==> config.mk <==
export PLATFORM = sky130hd
export DESIGN_NAME = csi_rx_protocol_layer_flat
export DESIGN_NICKNAME = d
export VERILOG_FILES = /design/src/rtl/csi_rx_protocol_layer_if.sv /design/src/rtl/csi_rx_protocol_layer.sv /design/src/flat_wrapper.sv
export SDC_FILE = /design/constraint.sdc
export NUM_CORES = 1
export LEC_CHECK = 0
export ABC_AREA = 1
export CORE_MARGIN = 10
export CORE_UTILIZATION = 53
export CTS_CLUSTER_SIZE = 28
export DETAILED_ROUTE_END_ITERATION = 12
export GPL_TIMING_DRIVEN = 0
export PLACE_DENSITY = 0.8
export SLEW_MARGIN = 10
export SYNTH_ARGS = -nofsm -noshare
export SYNTH_HDL_FRONTEND = slang
export SYNTH_SLANG_ARGS = --single-unit
==> constraint.sdc <==
create_clock -name Clk -period 6.85 [get_ports Clk]
set_input_delay 0.685 -clock Clk [delete_from_list [all_inputs] [get_ports Clk]]
set_output_delay 0.685 -clock Clk [all_outputs]
set_load 0.05 [all_outputs]
==> src/rtl/csi_rx_protocol_layer_if.sv <==
`default_nettype none
// +----------------------------------------------------------------------------+
// | csi_rx_protocol_layer_if                                                   |
// | Byte stream in, pixel stream out, frame status/error flags.                |
// | Rev 1.0                                                                    |
// +----------------------------------------------------------------------------+
interface csi_rx_protocol_layer_if #(
  parameter int CSI_FIFO_DATA_WIDTH = 8,
  parameter int IMAGE_PIXEL_WIDTH   = 14
);
  logic [CSI_FIFO_DATA_WIDTH-1:0] RxData;
  logic                           RxValid;
  logic                           RxReady;
  logic [IMAGE_PIXEL_WIDTH-1:0]   PixData;
  logic                           PixValid;
  logic                           PixReady;
  logic                           FrameStart;
  logic                           FrameEnd;
  logic                           FrameActive;
  logic [15:0]                    FrameNum;
  logic                           ErrWc;
  logic                           ErrSeq;

  modport master (
    output RxData, RxValid, PixReady,
    input  RxReady, PixData, PixValid, FrameStart, FrameEnd, FrameActive,
           FrameNum, ErrWc, ErrSeq
  );

  modport slave (
    input  RxData, RxValid, PixReady,
    output RxReady, PixData, PixValid, FrameStart, FrameEnd, FrameActive,
           FrameNum, ErrWc, ErrSeq
  );
endinterface
`default_nettype wire

==> src/rtl/csi_rx_protocol_layer.sv <==
`default_nettype none
// +----------------------------------------------------------------------------+
// | csi_rx_protocol_layer                                                      |
// | CSI-2 receive protocol layer: header parse, RAW14 unpack, frame tracking.  |
// | Rev 1.0                                                                    |
// +----------------------------------------------------------------------------+
module csi_rx_protocol_layer #(
  parameter int         CSI_FIFO_DATA_WIDTH   = 8,
  parameter int         IMAGE_PIXEL_WIDTH     = 14,
  parameter logic [1:0] VIRTUAL_CHANNEL       = 2'd0,
  parameter logic [5:0] FRAME_START_DATA_TYPE = 6'h00,
  parameter logic [5:0] FRAME_END_DATA_TYPE   = 6'h01,
  parameter logic [5:0] PIXEL14BITS_DATA_TYPE = 6'h2D
) (
  input wire Clk,
  input wire Reset,
  csi_rx_protocol_layer_if.slave bus
);

  localparam logic [1:0] S_HDR     = 2'd0;
  localparam logic [1:0] S_PAYLOAD = 2'd1;
  localparam logic [1:0] S_DROP    = 2'd2;

  logic [1:0]  state_q, state_d;
  logic [1:0]  hdr_cnt_q, hdr_cnt_d;
  logic [23:0] hdr_q, hdr_d;
  logic [15:0] byte_cnt_q, byte_cnt_d;
  logic [47:0] grp_q, grp_d;
  logic [2:0]  grp_cnt_q, grp_cnt_d;
  logic [3:0][IMAGE_PIXEL_WIDTH-1:0] pix_q, pix_d;
  logic [1:0]  pix_idx_q, pix_idx_d;
  logic        pix_valid_q, pix_valid_d;
  logic        frame_start_q, frame_start_d;
  logic        frame_end_q, frame_end_d;
  logic        frame_active_q, frame_active_d;
  logic [15:0] frame_num_q, frame_num_d;
  logic        err_wc_q, err_wc_d;
  logic        err_seq_q, err_seq_d;

  logic [CSI_FIFO_DATA_WIDTH-1:0] rx_byte;
  logic        pix_fire, buf_draining, rx_ready, rx_fire;
  logic [1:0]  hdr_vc;
  logic [5:0]  hdr_dt;
  logic [15:0] hdr_wc;
  logic [55:0] grp_next;

  assign rx_byte      = bus.RxData;
  assign pix_fire     = pix_valid_q & bus.PixReady;
  assign buf_draining = pix_fire & (pix_idx_q == 2'd3);
  // Stall only when the 7th byte would arrive while the buffer still holds pixels;
  // a last-pixel handshake in the same cycle frees it, so no bubble is inserted.
  assign rx_ready     = !((grp_cnt_q == 3'd6) && pix_valid_q && !buf_draining);
  assign rx_fire      = bus.RxValid & rx_ready;
  assign hdr_vc       = hdr_q[7:6];
  assign hdr_dt       = hdr_q[5:0];
  assign hdr_wc       = hdr_q[23:8];
  assign grp_next     = {rx_byte, grp_q};

  always_comb begin
    state_d        = state_q;
    hdr_cnt_d      = hdr_cnt_q;
    hdr_d          = hdr_q;
    byte_cnt_d     = byte_cnt_q;
    grp_d          = grp_q;
    grp_cnt_d      = grp_cnt_q;
    pix_d          = pix_q;
    pix_idx_d      = pix_idx_q;
    pix_valid_d    = pix_valid_q;
    frame_start_d  = 1'b0;
    frame_end_d    = 1'b0;
    frame_active_d = frame_active_q;
    frame_num_d    = frame_num_q;
    err_wc_d       = 1'b0;
    err_seq_d      = 1'b0;

    if (pix_fire) begin
      if (pix_idx_q == 2'd3) begin
        pix_valid_d = 1'b0;
        pix_idx_d   = 2'd0;
      end else begin
        pix_idx_d = pix_idx_q + 2'd1;
      end
    end

    if (rx_fire) begin
      case (state_q)
        S_HDR: begin
          if (hdr_cnt_q != 2'd3) begin
            hdr_d     = {rx_byte, hdr_q[23:8]};
            hdr_cnt_d = hdr_cnt_q + 2'd1;
          end else begin
            // Fourth byte is the ECC, consumed without checking.
            hdr_cnt_d = 2'd0;
            if (hdr_vc != VIRTUAL_CHANNEL) begin
              if (hdr_dt >= 6'h10 && hdr_wc != 16'd0) begin
                state_d    = S_DROP;
                byte_cnt_d = hdr_wc;
              end
            end else if (hdr_dt == FRAME_START_DATA_TYPE) begin
              frame_num_d    = hdr_wc;
              frame_active_d = 1'b1;
              frame_start_d  = 1'b1;
              err_seq_d      = frame_active_q;
            end else if (hdr_dt == FRAME_END_DATA_TYPE) begin
              frame_active_d = 1'b0;
              frame_end_d    = 1'b1;
              err_seq_d      = !frame_active_q || (hdr_wc != frame_num_q);
            end else if (hdr_dt == PIXEL14BITS_DATA_TYPE) begin
              if (hdr_wc == 16'd0 || (hdr_wc % 16'd7) != 16'd0) begin
                err_wc_d = 1'b1;
                if (hdr_wc != 16'd0) begin
                  state_d    = S_DROP;
                  byte_cnt_d = hdr_wc;
                end
              end else begin
                state_d    = S_PAYLOAD;
                byte_cnt_d = hdr_wc;
              end
            end else if (hdr_dt >= 6'h10 && hdr_wc != 16'd0) begin
              state_d    = S_DROP;
              byte_cnt_d = hdr_wc;
            end
          end
        end
        S_PAYLOAD: begin
          byte_cnt_d = byte_cnt_q - 16'd1;
          if (byte_cnt_q == 16'd1) state_d = S_HDR;
          if (grp_cnt_q == 3'd6) begin
            grp_cnt_d   = 3'd0;
            pix_valid_d = 1'b1;
            pix_idx_d   = 2'd0;
            pix_d[0]    = {grp_next[31:24], grp_next[5:0]};
            pix_d[1]    = {grp_next[39:32], grp_next[11:8], grp_next[7:6]};
            pix_d[2]    = {grp_next[47:40], grp_next[17:16], grp_next[15:12]};
            pix_d[3]    = {grp_next[55:48], grp_next[23:18]};
          end else begin
            grp_d     = grp_next[55:8];
            grp_cnt_d = grp_cnt_q + 3'd1;
          end
        end
        S_DROP: begin
          byte_cnt_d = byte_cnt_q - 16'd1;
          if (byte_cnt_q == 16'd1) state_d = S_HDR;
        end
        default: state_d = S_HDR;
      endcase
    end
  end

  always_ff @(posedge Clk or posedge Reset) begin
    if (Reset) begin
      state_q        <= S_HDR;
      hdr_cnt_q      <= 2'd0;
      hdr_q          <= 24'd0;
      byte_cnt_q     <= 16'd0;
      grp_q          <= 48'd0;
      grp_cnt_q      <= 3'd0;
      pix_q          <= '0;
      pix_idx_q      <= 2'd0;
      pix_valid_q    <= 1'b0;
      frame_start_q  <= 1'b0;
      frame_end_q    <= 1'b0;
      frame_active_q <= 1'b0;
      frame_num_q    <= 16'd0;
      err_wc_q       <= 1'b0;
      err_seq_q      <= 1'b0;
    end else begin
      state_q        <= state_d;
      hdr_cnt_q      <= hdr_cnt_d;
      hdr_q          <= hdr_d;
      byte_cnt_q     <= byte_cnt_d;
      grp_q          <= grp_d;
      grp_cnt_q      <= grp_cnt_d;
      pix_q          <= pix_d;
      pix_idx_q      <= pix_idx_d;
      pix_valid_q    <= pix_valid_d;
      frame_start_q  <= frame_start_d;
      frame_end_q    <= frame_end_d;
      frame_active_q <= frame_active_d;
      frame_num_q    <= frame_num_d;
      err_wc_q       <= err_wc_d;
      err_seq_q      <= err_seq_d;
    end
  end

  assign bus.RxReady     = rx_ready;
  assign bus.PixData     = pix_q[pix_idx_q];
  assign bus.PixValid    = pix_valid_q;
  assign bus.FrameStart  = frame_start_q;
  assign bus.FrameEnd    = frame_end_q;
  assign bus.FrameActive = frame_active_q;
  assign bus.FrameNum    = frame_num_q;
  assign bus.ErrWc       = err_wc_q;
  assign bus.ErrSeq      = err_seq_q;

endmodule
`default_nettype wire

==> src/flat_wrapper.sv <==
// flat-port wrapper written by rule: the top's interface ports become plain ports
module csi_rx_protocol_layer_flat 
#(
  parameter int         CSI_FIFO_DATA_WIDTH   = 8,
  parameter int         IMAGE_PIXEL_WIDTH     = 14,
  parameter logic [1:0] VIRTUAL_CHANNEL       = 2'd0,
  parameter logic [5:0] FRAME_START_DATA_TYPE = 6'h00,
  parameter logic [5:0] FRAME_END_DATA_TYPE   = 6'h01,
  parameter logic [5:0] PIXEL14BITS_DATA_TYPE = 6'h2D
)
  (Clk, Reset, bus_RxData, bus_RxValid, bus_PixReady, bus_RxReady, bus_PixData, bus_PixValid, bus_FrameStart, bus_FrameEnd, bus_FrameActive, bus_FrameNum, bus_ErrWc, bus_ErrSeq);
  csi_rx_protocol_layer_if #(.CSI_FIFO_DATA_WIDTH(CSI_FIFO_DATA_WIDTH), .IMAGE_PIXEL_WIDTH(IMAGE_PIXEL_WIDTH)) bus_i ();
  input wire Clk;
  input wire Reset;
  input wire logic [$bits(bus_i.RxData)-1:0] bus_RxData;
  input wire logic [$bits(bus_i.RxValid)-1:0] bus_RxValid;
  input wire logic [$bits(bus_i.PixReady)-1:0] bus_PixReady;
  output wire logic [$bits(bus_i.RxReady)-1:0] bus_RxReady;
  output wire logic [$bits(bus_i.PixData)-1:0] bus_PixData;
  output wire logic [$bits(bus_i.PixValid)-1:0] bus_PixValid;
  output wire logic [$bits(bus_i.FrameStart)-1:0] bus_FrameStart;
  output wire logic [$bits(bus_i.FrameEnd)-1:0] bus_FrameEnd;
  output wire logic [$bits(bus_i.FrameActive)-1:0] bus_FrameActive;
  output wire logic [$bits(bus_i.FrameNum)-1:0] bus_FrameNum;
  output wire logic [$bits(bus_i.ErrWc)-1:0] bus_ErrWc;
  output wire logic [$bits(bus_i.ErrSeq)-1:0] bus_ErrSeq;
  assign bus_i.RxData = bus_RxData;
  assign bus_i.RxValid = bus_RxValid;
  assign bus_i.PixReady = bus_PixReady;
  assign bus_RxReady = bus_i.RxReady;
  assign bus_PixData = bus_i.PixData;
  assign bus_PixValid = bus_i.PixValid;
  assign bus_FrameStart = bus_i.FrameStart;
  assign bus_FrameEnd = bus_i.FrameEnd;
  assign bus_FrameActive = bus_i.FrameActive;
  assign bus_FrameNum = bus_i.FrameNum;
  assign bus_ErrWc = bus_i.ErrWc;
  assign bus_ErrSeq = bus_i.ErrSeq;
  csi_rx_protocol_layer #(.CSI_FIFO_DATA_WIDTH(CSI_FIFO_DATA_WIDTH), .IMAGE_PIXEL_WIDTH(IMAGE_PIXEL_WIDTH), .VIRTUAL_CHANNEL(VIRTUAL_CHANNEL), .FRAME_START_DATA_TYPE(FRAME_START_DATA_TYPE), .FRAME_END_DATA_TYPE(FRAME_END_DATA_TYPE), .PIXEL14BITS_DATA_TYPE(PIXEL14BITS_DATA_TYPE)) u_core (.Clk(Clk), .Reset(Reset), .bus(bus_i));
endmodule
==> results.tsv, run 1 <==
stage	metric	value	unit
run_status	status	finished clean	
synth	syn-cell-area	8780	sq um
synth	ys_top_cells_by_count	273 x nand2_1, 201 x o21ai_0, 175 x dfrtp_1	
synth	synth-seq-area-share	0.499	
clock_tree	cts.clk_slew.worst_paths	0.07	ns
sta	min_period	5.73	ns
flow_run	cap_viol_max_count	0	
worst_setup_path	arrival	6.06	ns
worst_setup_path	critical_path_class	reg2reg	
detailed_routing	routed_wirelength	23300	um
sta	worst_slew_pin_slew	0.801	ns
final_layout	fin_nets	1193	
sta	rsz0062_at_grt	false	
synth	synthFlopType	dfrtp_1	
final_layout	fin_util	0.634	
worst_setup_path	startpoint_type	flip-flop	
placement	gp_congestion	0.929	
final_layout	diodes	0	
die	num_io_pins	49	
synth	yosysTopAreaCellShare	0.499	
detailed_routing	drt_iter0_markers	807	
die	die_h	149	um
clock_tree	ctsResizeCount	0	
worst_setup_path	path_delay_family	simple AND/OR/NAND/NOR gates	
clock_tree	cts.sinks	175	
sta	drv_slew	0	
grt	grt_pass1_vias	7485	
sta	fmax	175	MHz
grt	grt_max_degree	108	
placement	dpl_cell_area	9560	sq um
worst_setup_path	slowest_stage	dfrtp_1	
synth	synth_area_leaders	dfrtp_1 50%, nand2_1 12%, o21ai_0 11%, inv_1 5.8%, nor2_1 3.0%	
synth	synth.largest_area_cell	dfrtp_1	
final_layout	syn_to_final_growth	15.9	%
detailed_routing	viasPerCell	5.65	
clock_tree	holdBufCountCts	0	
clock_tree	cts_root_buf	clkbuf_16	
clock_tree	htree_levels	4	
detailed_routing	wl_per_cell	16.6	um
worst_setup_path	cp.depth	51	
clock_tree	clock_latency	0.44	ns
worst_setup_path	cp.required	7.18	ns
worst_setup_path	rr_worst_depth	51	
detailed_routing	ant_nets	0	
synth	yosysMostFrequentCell	nand2_1	
synth	synth-seq-cells	175	
sta	setup_viol	0	
grt	antenna_found_initial	0	
worst_setup_path	path_buf_inv	5	
sta	timing.clock.skew	0.0104	ns
die	coreArea	16100	sq um
worst_setup_path	slowest_delay	0.36	ns
detailed_routing	vias	7910	
synth	synth_edf_count	0	
final_layout	fin_area	10200	sq um
grt	track_usage	0.212	
grt	grt_pass1_wl	38200	um
worst_setup_path	cp_max_fo	8	
worst_setup_path	cp_common_cell	nand2_1	
hold_path	holdCritPathClass	reg2reg	
placement	portBuffers	48	
sta	fin_crit_sh	0.836	
final_layout	drive_above_1_share	0.0785	
clock_tree	cts_inserted_buffers	17	
die	placementRows	46	
hold_path	holdPathStages	2	
synth	synth_cells	1104	
grt	overflow	0	
synth	synth_async_sr_flop_share	1.00	
synth	synth.net_count	1125	
worst_setup_path	endpoint_kind	flip-flop	
clock_tree	postCtsSetupBuffers	0	
detailed_routing	firstDrtPassIters	6	
detailed_routing	route.detailed.drc	0	
synth	yosys_warnings	0	
die	start_util	0.547	
die	dieArea	22100	sq um
clock_tree	cts_tree	built	
synth	yosysUniqueCellTypes	41	
clock_tree	cts_buffer_depth	2	
placement	hpwlAfterDp	16300	um
die	fp.dieW	149	um
synth	syn_avg_cell_area	7.95	sq um
sta	hold_viol	0	
sta	relSlewSlack	0.466	
==> through the flow <==
| stage | cells | setup TNS, ns | setup slack, ns | hold slack (ns) |
|---|---|---|---|---|
| after global placement | 1368 | -160.54 | -0.929 | 0.461 |
| after detailed placement | 1369 | 0 | 1.32 | 0.468 |
| after floorplan | 1104 | 0 | 1.42 | 0.446 |
| after global routing | 1401 | 0 | 0.473 | 0.507 |
| after CTS | 1401 | 0 | 1.23 | 0.486 |
| final | 1401 | 0 | 1.12 | 0.482 |
==> tightest hold or removal path: stages, from the launching register on <==
cell and delay (ns):
dfrtp_1 0.34, nand2_1 0.05, o21ai_0 0.06
==> state kept, by name, summed over array words and instances (netlist names), 2 cells and up <==
name / count
u_core.pix_q: 56
u_core.grp_q: 48
u_core.hdr_q: 24
u_core.bus.FrameNum: 16
u_core.byte_cnt_q: 16
u_core.grp_cnt_q: 3
u_core.hdr_cnt_q: 2
u_core.pix_idx_q: 2
u_core.state_q: 2
==> cells in the final DEF, fill, tap and decap left out, drive strengths merged, types with 21 or more instances in the layout <==
master         synthesis  layout
nand2                292     292
o21ai                209     209
dfrtp                175     175
inv                  144     151
nor2                  71      71
clkbuf                40      57
clkdlybuf4s50          0      48
nand3                 47      47
o22ai                 21      21
a21oi                 21      21
nand4                 21      21
==> cell type report <==
| class | count | area, sq um |
|---|---|---|
| Fill cell | 1337 | 5880 |
| Sequential cell | 175 | 4380 |
| Multi-Input combinational cell | 740 | 3680 |
| Inverter | 146 | 556 |
| Timing Repair Buffer | 49 | 508 |
| Clock buffer | 17 | 425 |
| Tap cell | 216 | 270 |
| Clock inverter | 15 | 185 |
| Buffer | 43 | 168 |
==> routing by layer <==
metal / routed length (um) / global-route usage / vias to the layer above
li1: - / - / 3759
met1: 10100 / 0.288 / 3746
met2: 10800 / 0.330 / 366
met3: 2080 / 0.0522 / 39
met4: 381 / 0.0619 / 0
met5: 0 / 0 / -
==> final timing paths <==
kind / to / start / slack [ns]
worst max-delay path: u_core.state_q[1] / u_core.hdr_q[23] / 1.12
worst min-delay path: u_core.grp_q[6] / u_core.grp_q[6] / 0.48
worst max register to register: u_core.state_q[1] / u_core.hdr_q[23] / 1.12
worst min register to register: u_core.grp_q[6] / u_core.grp_q[6] / 0.48
max in group asynchronous: u_core.bus.FrameActive / Reset / 5.25
min in group asynchronous: u_core.pix_q[17] / Reset / 0.70
==> kinds of logic (layout without fill, tap and decap cells) <==
logic type | Yosys count | in the layout | synth area share
adders and majority gates | 9 | 9 | 0.0128
DFF | 175 | 175 | 0.499
and+or+nand+nor | 449 | 449 | 0.226
AOI/OAI and AO/OA | 268 | 268 | 0.164
xor gates and xnor gates | 5 | 5 | 0.00499
muxes | 9 | 9 | 0.0115
buffers and inverters | 189 | 270 | 0.0815
Power of run 1 is not shown: default switching activity piles up to over one toggle a cycle in this logic, so the estimate is an artifact.
==> run 2, diff against run 1 <==
Settings changed: PLACE_DENSITY 0.8 to 0.83.
Clock period 6.85 ns to 4.6 ns, I/O delays scaled along.
==> run 2 against run 1 <==
Net effect: the run now ends with negative setup slack left; sequential share of layout area down 2.8 points; via count increased by 6.4%; register-to-register slack lost 2.0 ns; highest routed layer unchanged; largest cell class unchanged; routed wire length up 8.9%; cell count is 2.5% higher; maximum frequency grew 5.2%.
==> results.tsv, run 2 (synthesized netlist as in run 1, its figures left out) <==
stage	metric	value	unit	change
detailed_routing	route.detailed.drc	0		unchanged
clock_tree	cts_root_buf	clkbuf_16		
final_layout	syn_to_final_growth	24.1	%	
worst_setup_path	slowest_stage	dfrtp_2		
die	placementRows	46		unchanged
grt	grt_pass1_vias	8115		+8.4%
detailed_routing	drt_iter0_markers	926		+15%
detailed_routing	vias	8418		+6.4%
sta	timing.clock.skew	0.0101	ns	-0.000263 ns
worst_setup_path	cp_common_cell	nand2_4		
final_layout	top_regs	u_core.pix_q (56), u_core.grp_q (48), u_core.hdr_q (24)		
sta	fin_hold_ws	0.439	ns	-0.0430 ns
die	start_util	0.547		unchanged
run_status	violations	negative setup slack		
sta	rsz0062_at_grt	true		
detailed_routing	firstDrtPassIters	5		-1
placement	portBuffers	48		unchanged
placement	hpwlAfterDp	16700	um	+2.3%
detailed_routing	ant_nets	0		unchanged
grt	grt_max_degree	36		-67%
worst_setup_path	startpoint_type	flip-flop		
final_layout	largest_reg_flops	56		unchanged
run_status	status	complete, but fails checks		
final_layout	drive_above_1_share	0.166		+0.0871
grt	grt_pass1_wl	40400	um	+5.9%
final_layout	multi_input_area	4080	sq um	+11%
final_layout	top_register	u_core.pix_q		
final_layout	fin_nets	1228		+2.9%
sta	fin_crit_sh	1.18		+0.347
grt	top_usage_layer	met2		
clock_tree	clock_latency	0.45	ns	about the same
final_layout	diodes	0		unchanged
grt	overflow	0		unchanged
die	coreArea	16100	sq um	unchanged
worst_setup_path	cp_max_fo	6		-2
clock_tree	cts_tree	built		
sta	worst_slew_pin_slew	0.781	ns	-0.0194 ns
clock_tree	htree_levels	4		unchanged
sta	fmax	184	MHz	+5.2%
clock_tree	cts.sinks	175		unchanged
grt	met3_usage	0.0504		-0.00182
die	num_io_pins	49		unchanged
clock_tree	cts.clk_slew.worst_paths	0.07	ns	about the same
final_layout	final_cell_mix	237 x nand2_1, 201 x o21ai_0, 171 x dfrtp_1		
die	fp.dieW	149	um	unchanged
grt	track_usage	0.225		+0.0123
worst_setup_path	critical_path_class	reg2reg		
sta	min_period	5.44	ns	-0.285 ns
clock_tree	cts_buffer_depth	2		unchanged
hold_path	holdCritPathClass	in2async		
final_layout	seq_area	4380	sq um	+0.11%
final_layout	final_common_cell	nand2_1		
detailed_routing	wl_per_cell	17.7	um	+6.2%
sta	fin_ws	-0.844	ns	-1.97 ns
final_layout	fillers	1159		-13%
grt	grtUsageMet1	0.286		-0.00210
worst_setup_path	endpoint_kind	flip-flop		
grt	antenna_found_initial	0		unchanged
clock_tree	cts_inserted_buffers	17		unchanged
worst_setup_path	slowest_delay	0.49	ns	+0.13 ns
sta	drv_slew	0		unchanged
flow_run	cap_viol_max_count	0		unchanged
worst_setup_path	cp.required	4.98	ns	-2.20 ns
sta	setup_viol	3		+3
grt	use_met2	0.358		+0.0288
sta	relSlewSlack	0.479		+0.0129
sta	hold_viol	0		unchanged
placement	gp_congestion	0.944		+1.6%
worst_setup_path	arrival	5.83	ns	-0.23 ns
detailed_routing	viasPerCell	5.86		+3.8%
die	dieArea	22100	sq um	unchanged
die	die_h	149	um	unchanged
detailed_routing	routed_wirelength	25400	um	+8.9%
[run 2: cell count changes in the layout (fill, tap and decap cells not counted), sizes merged]
cell,delta
clkinv,-6
clkinvlp,+1
buf,+35
bufinv,+2
inv,+1
clkbuf,+2
[run 2: worst max-delay path: cells and delay by family, from the launching register on]
family        cells  cell delay [ns]
simple gates     42             4.26
flops             1             0.49
fa+ha+maj         2             0.31
buf+inv           3             0.28
[run 2: layout make-up]
type,count,share of cell area
plain buffers,43,0.0157
multi-input cells,740,0.375
flip-flops and latches,175,0.402
well taps,216,0.0248
inverters,146,0.0518
repair buffers,84,0.0753
clock buffers,19,0.0397
clock inverters,13,0.0154
[run 2: final timing paths]
kind | start | end | slack (ns) | cells past startpoint
min in group Clk | u_core.grp_q[11] | u_core.grp_q[11] | 0.48 | 2
worst max register to register | u_core.hdr_q[22] | u_core.state_q[0] | -0.84 | 47
max in group asynchronous | Reset | u_core.bus.FrameNum[10] | 3.14 | 5
worst min-delay path | Reset | u_core.pix_q[4] | 0.44 | 2
worst max-delay path | u_core.hdr_q[22] | u_core.state_q[0] | -0.84 | 47
worst min register to register | u_core.grp_q[11] | u_core.grp_q[11] | 0.48 | 2
[run 2: metal layers]
metal	part of all wire	wire length (um)	up-vias
li1	-	-	3818
met1	0.40	10100	4043
met2	0.48	12300	473
met3	0.087	2190	84
met4	0.032	812	0
met5	0	0	-
[run 2: stage by stage]
step	TNS [ns]	util	instances	setup WS [ns]	cell area (sq um)
global route	-3.50	0.678	1436	-1.19	10900
finish	-2.52	0.678	1436	-0.844	10900
detailed placement	-2.19	0.605	1373	-0.789	9720
CTS	-1.36	0.661	1429	-0.475	10600
floorplan	-0.0682	-	1104	-0.0391	8870
global placement	-1.56	0.599	1368	-0.567	9620
[run 2: timing repair]
action	CTS	global route
buffers inserted	24	7
cloned	0	0
endpoints found under the setup margin	3	3
resized for setup	36	55
pin swaps	29	32
hold buffers	0	0
Power of run 2 is left out for the same reason.
